`config.mk`:
```
export PLATFORM = sky130hd
export DESIGN_NAME = lc3_regfile_sb_flat
export DESIGN_NICKNAME = d
export VERILOG_FILES = /design/src/rtl/lc3_regfile_sb_if.sv /design/src/rtl/lc3_regfile_sb.sv /design/src/flat_wrapper.sv
export SDC_FILE = /design/constraint.sdc
export NUM_CORES = 1
export LEC_CHECK = 0
export ABC_AREA = 1
export BUFFER_PORTS_ARGS = -buffer_cell sky130_fd_sc_hd__buf_2
export CAP_MARGIN = 40
export CORE_ASPECT_RATIO = 0.6
export CORE_MARGIN = 4
export CORE_UTILIZATION = 59
export DETAILED_ROUTE_END_ITERATION = 12
export GPL_ROUTABILITY_DRIVEN = 0
export GPL_TIMING_DRIVEN = 0
export PLACE_DENSITY = 0.8
export SETUP_SLACK_MARGIN = 0.2
export SYNTH_ARGS = -nofsm -noshare
export SYNTH_HDL_FRONTEND = slang
export SYNTH_SLANG_ARGS = --single-unit
```
`constraint.sdc`:
```
create_clock -name clock -period 1.86 [get_ports clock]
set_input_delay 0.372 -clock clock [delete_from_list [all_inputs] [get_ports clock]]
set_output_delay 0.372 -clock clock [all_outputs]
set_load 0.02 [all_outputs]
```
`src/rtl/lc3_regfile_sb_if.sv`:
```
// lc3_regfile_sb_if: write/reserve/read bundle for the scoreboarded register file.
interface lc3_regfile_sb_if #(
  parameter int DATA_W   = 16,
  parameter int NUM_REGS = 8
);
  localparam int ADDR_W = $clog2(NUM_REGS);
  logic              wr_en;
  logic [ADDR_W-1:0] wr_addr;
  logic [DATA_W-1:0] wr_data;
  logic              wr_set_cc;
  logic              rsv_en;
  logic [ADDR_W-1:0] rsv_addr;
  logic [ADDR_W-1:0] rd1_addr;
  logic [ADDR_W-1:0] rd2_addr;
  logic [DATA_W-1:0] rd1_data;
  logic [DATA_W-1:0] rd2_data;
  logic              rd1_busy;
  logic              rd2_busy;
  logic [NUM_REGS-1:0] busy_vec;
  logic [2:0]        nzp;
  logic [DATA_W-1:0] dbg_reg;
  modport master (
    output wr_en, wr_addr, wr_data, wr_set_cc, rsv_en, rsv_addr, rd1_addr, rd2_addr,
    input  rd1_data, rd2_data, rd1_busy, rd2_busy, busy_vec, nzp, dbg_reg
  );
  modport slave (
    input  wr_en, wr_addr, wr_data, wr_set_cc, rsv_en, rsv_addr, rd1_addr, rd2_addr,
    output rd1_data, rd2_data, rd1_busy, rd2_busy, busy_vec, nzp, dbg_reg
  );
endinterface

```
`src/rtl/lc3_regfile_sb.sv`:
```
// lc3_regfile_sb: LC-3 style register file with write-through reads, busy scoreboard and NZP flags.
module lc3_regfile_sb #(
  parameter int DATA_W   = 16,
  parameter int NUM_REGS = 8,
  parameter int DBG_REG  = 0
) (
  input logic clock,
  input logic reset,
  lc3_regfile_sb_if.slave sb
);
  localparam int ADDR_W = $clog2(NUM_REGS);
  localparam logic [ADDR_W-1:0] DBG_A = ADDR_W'(DBG_REG);
  logic [DATA_W-1:0]   mem_q [NUM_REGS];
  logic [DATA_W-1:0]   rd1_q, rd1_d, rd2_q, rd2_d, dbg_q, dbg_d;
  logic                rd1_busy_q, rd1_busy_d, rd2_busy_q, rd2_busy_d;
  logic [NUM_REGS-1:0] busy_q, busy_d;
  logic [2:0]          nzp_q, nzp_d;
  logic                hit1, hit2, hitd;
  // Reservation is applied after the writeback clear so a same-cycle reissue stays busy.
  always_comb begin
    hit1       = sb.wr_en && sb.wr_addr == sb.rd1_addr;
    hit2       = sb.wr_en && sb.wr_addr == sb.rd2_addr;
    hitd       = sb.wr_en && sb.wr_addr == DBG_A;
    rd1_d      = hit1 ? sb.wr_data : mem_q[sb.rd1_addr];
    rd2_d      = hit2 ? sb.wr_data : mem_q[sb.rd2_addr];
    dbg_d      = hitd ? sb.wr_data : mem_q[DBG_A];
    busy_d     = (busy_q & ~(NUM_REGS'(sb.wr_en) << sb.wr_addr)) | (NUM_REGS'(sb.rsv_en) << sb.rsv_addr);
    rd1_busy_d = busy_d[sb.rd1_addr];
    rd2_busy_d = busy_d[sb.rd2_addr];
    nzp_d      = !(sb.wr_en && sb.wr_set_cc) ? nzp_q :
                 sb.wr_data[DATA_W-1]        ? 3'b100 :
                 ~|sb.wr_data                ? 3'b010 : 3'b001;
  end
  always_ff @(posedge clock) begin
    if (reset) begin
      for (int i = 0; i < NUM_REGS; i++) mem_q[i] <= '0;
      rd1_q      <= '0;
      rd2_q      <= '0;
      dbg_q      <= '0;
      rd1_busy_q <= 1'b0;
      rd2_busy_q <= 1'b0;
      busy_q     <= '0;
      nzp_q      <= 3'b010;
    end else begin
      if (sb.wr_en) mem_q[sb.wr_addr] <= sb.wr_data;
      rd1_q      <= rd1_d;
      rd2_q      <= rd2_d;
      dbg_q      <= dbg_d;
      rd1_busy_q <= rd1_busy_d;
      rd2_busy_q <= rd2_busy_d;
      busy_q     <= busy_d;
      nzp_q      <= nzp_d;
    end
  end
  assign sb.rd1_data = rd1_q;
  assign sb.rd2_data = rd2_q;
  assign sb.rd1_busy = rd1_busy_q;
  assign sb.rd2_busy = rd2_busy_q;
  assign sb.busy_vec = busy_q;
  assign sb.nzp      = nzp_q;
  assign sb.dbg_reg  = dbg_q;
endmodule

```
`src/flat_wrapper.sv`:
```
// flat-port wrapper written by rule: the top's interface ports become plain ports
module lc3_regfile_sb_flat 
#(
  parameter int DATA_W   = 16,
  parameter int NUM_REGS = 8,
  parameter int DBG_REG  = 0
)
  (clock, reset, sb_wr_en, sb_wr_addr, sb_wr_data, sb_wr_set_cc, sb_rsv_en, sb_rsv_addr, sb_rd1_addr, sb_rd2_addr, sb_rd1_data, sb_rd2_data, sb_rd1_busy, sb_rd2_busy, sb_busy_vec, sb_nzp, sb_dbg_reg);
  lc3_regfile_sb_if #(.DATA_W(DATA_W), .NUM_REGS(NUM_REGS)) sb_i ();
  input logic clock;
  input logic reset;
  input wire logic [$bits(sb_i.wr_en)-1:0] sb_wr_en;
  input wire logic [$bits(sb_i.wr_addr)-1:0] sb_wr_addr;
  input wire logic [$bits(sb_i.wr_data)-1:0] sb_wr_data;
  input wire logic [$bits(sb_i.wr_set_cc)-1:0] sb_wr_set_cc;
  input wire logic [$bits(sb_i.rsv_en)-1:0] sb_rsv_en;
  input wire logic [$bits(sb_i.rsv_addr)-1:0] sb_rsv_addr;
  input wire logic [$bits(sb_i.rd1_addr)-1:0] sb_rd1_addr;
  input wire logic [$bits(sb_i.rd2_addr)-1:0] sb_rd2_addr;
  output wire logic [$bits(sb_i.rd1_data)-1:0] sb_rd1_data;
  output wire logic [$bits(sb_i.rd2_data)-1:0] sb_rd2_data;
  output wire logic [$bits(sb_i.rd1_busy)-1:0] sb_rd1_busy;
  output wire logic [$bits(sb_i.rd2_busy)-1:0] sb_rd2_busy;
  output wire logic [$bits(sb_i.busy_vec)-1:0] sb_busy_vec;
  output wire logic [$bits(sb_i.nzp)-1:0] sb_nzp;
  output wire logic [$bits(sb_i.dbg_reg)-1:0] sb_dbg_reg;
  assign sb_i.wr_en = sb_wr_en;
  assign sb_i.wr_addr = sb_wr_addr;
  assign sb_i.wr_data = sb_wr_data;
  assign sb_i.wr_set_cc = sb_wr_set_cc;
  assign sb_i.rsv_en = sb_rsv_en;
  assign sb_i.rsv_addr = sb_rsv_addr;
  assign sb_i.rd1_addr = sb_rd1_addr;
  assign sb_i.rd2_addr = sb_rd2_addr;
  assign sb_rd1_data = sb_i.rd1_data;
  assign sb_rd2_data = sb_i.rd2_data;
  assign sb_rd1_busy = sb_i.rd1_busy;
  assign sb_rd2_busy = sb_i.rd2_busy;
  assign sb_busy_vec = sb_i.busy_vec;
  assign sb_nzp = sb_i.nzp;
  assign sb_dbg_reg = sb_i.dbg_reg;
  lc3_regfile_sb #(.DATA_W(DATA_W), .NUM_REGS(NUM_REGS), .DBG_REG(DBG_REG)) u_core (.clock(clock), .reset(reset), .sb(sb_i));
endmodule
```
==> qor.yml <==
rsz0062_at_grt: "yes"
grt_pass1_wl_um: 47200
antenna_found_initial: 1
min_path_type: "primary input to flip-flop"
regToRegStartpoint: "u_core.mem_q[5][10]$_SDFFCE_PN0P_"
timing.final.ws_setup_ns: 0.141
ys_warn_count: 0
grt-ovfl-total: 0
antenna_cells: 0
max_slew_margin_pct: 48.0
vias: 9032
finalHoldViolations: 0
whs_path_depth: 3
ys_top_cells_by_area: "edfxtp_1, dfxtp_1, nor2_1"
p_sw_uw: 2910
syn2layout_area_growth_pct: 14.7
min_from: "sb_wr_data[0]"
ff2ff_path_depth: 6
rows: 34
slew_violations: 0
switching_share_pct: 28.8
die_x_um: 168
cellPowerDensity_nw_per_um2: 977
grt_max_degree: 18
htree_levels: 4
crit_arrival_ns: 1.79
drtPass1Iterations: 7
pin_count: 94
largest_register: "u_core.mem_q"
nets: 1176
initial_core_util_pct: 61.3
timing.rr.end: "u_core.sb.rd2_data[10]$_SDFF_PP0_"
cp_max_fo: 16
r2r_slack_ns: 0.62
min_to: "u_core.sb.rd1_data[0]$_SDFF_PP0_"
syn_area_per_cell_um2: 8.71
dpl_cell_area_um2: 9720
synth_top_area_share_pct: 42.6
worst_pin_slew_ns: 0.780
drc: 0
cts_tree: "done"
clock_skew_ns: 0.0145
comb_power_share_pct: 14.1
p_leak_uw: 0.00418
p_int_uw: 7210
fmax_ghz: 0.582
crit_type: "primary input to flip-flop"
final_area_um2: 10400
cts_buffers: 17
min_period_over_period_pct: 92.4
largest_reg_flops: 128
coreArea_um2: 14700
post-cts-setup-buffer-count: 0
vdd_drop_max_v: 0.000623
cts.sinks: 189
synth_top_area_cell: "edfxtp_1"
setup_violations: 0
post_synth_num_cell_types: 32
syn-num-nets: 1069
clkPwrFrac_pct: 37.3
port_buffers: 87
yosysSeqAreaShare_pct: 56.1
fin_crit_ns: 1.72
status: "complete, no violations"
dieArea_um2: 17400
hpwlAfterDp_um: 21600
fin_hold_ws_ns: 0.231
ctsHoldBuffers: 0
cp-start-kind: "primary input"
cp-end-kind: "flip-flop"
final_common_cell: "nor2_1"
vias_per_cell: 6.67
netlist_instances: 1036
finalWirelength_um: 31300
clk_pin_slew_worst_paths_ns: 0.08
clock_path_buffers: 2
wl_per_cell_um: 23.1
dpl_worst_slack_ns: -0.772
synth.ff_latch_count: 189
critPathMostFrequentCell: "clkbuf_2"
drv_cap: 0
grtUsageTotal_pct: 35.1
grt_pass1_vias: 8553
cts_root_buf: "clkbuf_16"
cpPeakStageDelay_ns: 0.45
die_h_um: 104
cp.required_ns: 1.93
drtIter0Drc: 1806
power_frac_seq_pct: 48.6
syn-cell-area_um2: 9020
ant_nets: 0
layout_common_cells: "nor2_1, o21ai_0, edfxtp_1"
critPathSlowestCell: "clkbuf_2"
crit_chain: "buf_2 -> inv_2 -> clkbuf_2 -> clkbuf_2 -> nand2_2"
clkLatencyLatePin_ns: 0.44
drive_gt1_share_pct: 18.7
==> Yosys cell counts <==
cell type,number
nor2_1,290
o21ai_0,144
edfxtp_1,128
nand2_1,94
o22ai_1,65
dfxtp_1,61
a21oi_1,44
clkbuf_1,34
buf_2,31
nand3_1,24
nand4_1,21
o21ai_1,17
a31o_2,16
inv_1,11
nor2_2,10
clkinv_1,8
nand2_2,8
inv_2,7
inv_4,4
buf_4,3
buf_6,3
buf_1,2
nor4_1,2
a21oi_4,1
clkbuf_2,1
clkbuf_4,1
nand3_2,1
nand4_2,1
nor3_1,1
o2111ai_4,1
o211ai_1,1
xnor2_1,1
==> metrics by stage <==
step                      total power, uW  util [%]  std cells  TNS (ns)
after CTS                            9980      70.2       1354         0
final                               10100      70.3       1354         0
after global routing                10300      70.3       1354         0
after detailed placement             6340      66.0       1322    -89.47
after global placement               6310      65.9       1321    -87.30
after floorplan                      5820         -       1036         0
==> metal layers <==
| metal | track usage, % | vias to the layer above | routed length, um |
|---|---|---|---|
| li1 | - | 3839 | - |
| met1 | 47.8 | 4055 | 11100 |
| met2 | 50.2 | 964 | 13000 |
| met3 | 13.0 | 170 | 5740 |
| met4 | 15.9 | 4 | 1450 |
| met5 | 0 | - | 46 |
==> power by group through the flow <==
| stage | clock, uW | sequential (uW) | combinational [uW] |
|---|---|---|---|
| 6_report | 3770 | 4920 | 1430 |
| 5_1_grt | 3890 | 4940 | 1510 |
| 4_1_cts | 3720 | 4910 | 1360 |
| 3_5_place_dp | 0 | 5000 | 1340 |
| 3_3_place_gp | 0 | 4990 | 1310 |
| 2_1_floorplan | 0 | 5090 | 734 |
==> repair_timing <==
action                     CTS  global route
setup endpoints to repair  128            25
gates cloned                 0             0
resized for setup           10             5
==> worst max path at each step <==
| stage | slack [ns] | startpoint | endpoint | depth (start not counted) |
|---|---|---|---|---|
| after CTS | 0.24 | sb_wr_en | u_core.mem_q[0][15]$_SDFFCE_PN0P_ | 5 |
| final | 0.14 | reset | u_core.mem_q[2][6]$_SDFFCE_PN0P_ | 5 |
| after detailed placement | -0.77 | reset | u_core.mem_q[7][13]$_SDFFCE_PN0P_ | 5 |
| after floorplan | 0.12 | sb_wr_addr[0] | u_core.mem_q[0][0]$_SDFFCE_PN0P_ | 5 |
| after global placement | -0.76 | reset | u_core.mem_q[4][13]$_SDFFCE_PN0P_ | 5 |
| after global routing | 0.14 | reset | u_core.mem_q[1][6]$_SDFFCE_PN0P_ | 5 |
==> cells by family after synthesis <==
| group | after synthesis | synth area share [%] |
|---|---|---|
| flip-flops | 189 | 56.1 |
| XOR/XNOR | 1 | 0.0971 |
| buffers and inverters | 105 | 5.34 |
| AND/OR/NAND/NOR | 452 | 20.5 |
| AO/OA/AOI/OAI | 289 | 18.0 |
==> cell type report <==
type                            count  area, um2
Buffer                             75        363
Clock buffer                       20        437
Clock inverter                     12        155
Fill cell                        1160       4370
Inverter                           30        123
Multi-Input combinational cell    742       3510
Sequential cell                   189       5060
Tap cell                          198        248
Timing Repair Buffer               88        450
==> worst max-delay path, delay by kind of cell <==
| family | cells | cell delay, ns |
|---|---|---|
| simple gates | 1 | 0.42 |
| buf+inv | 4 | 0.99 |
(Power assumes the default switching activity.)
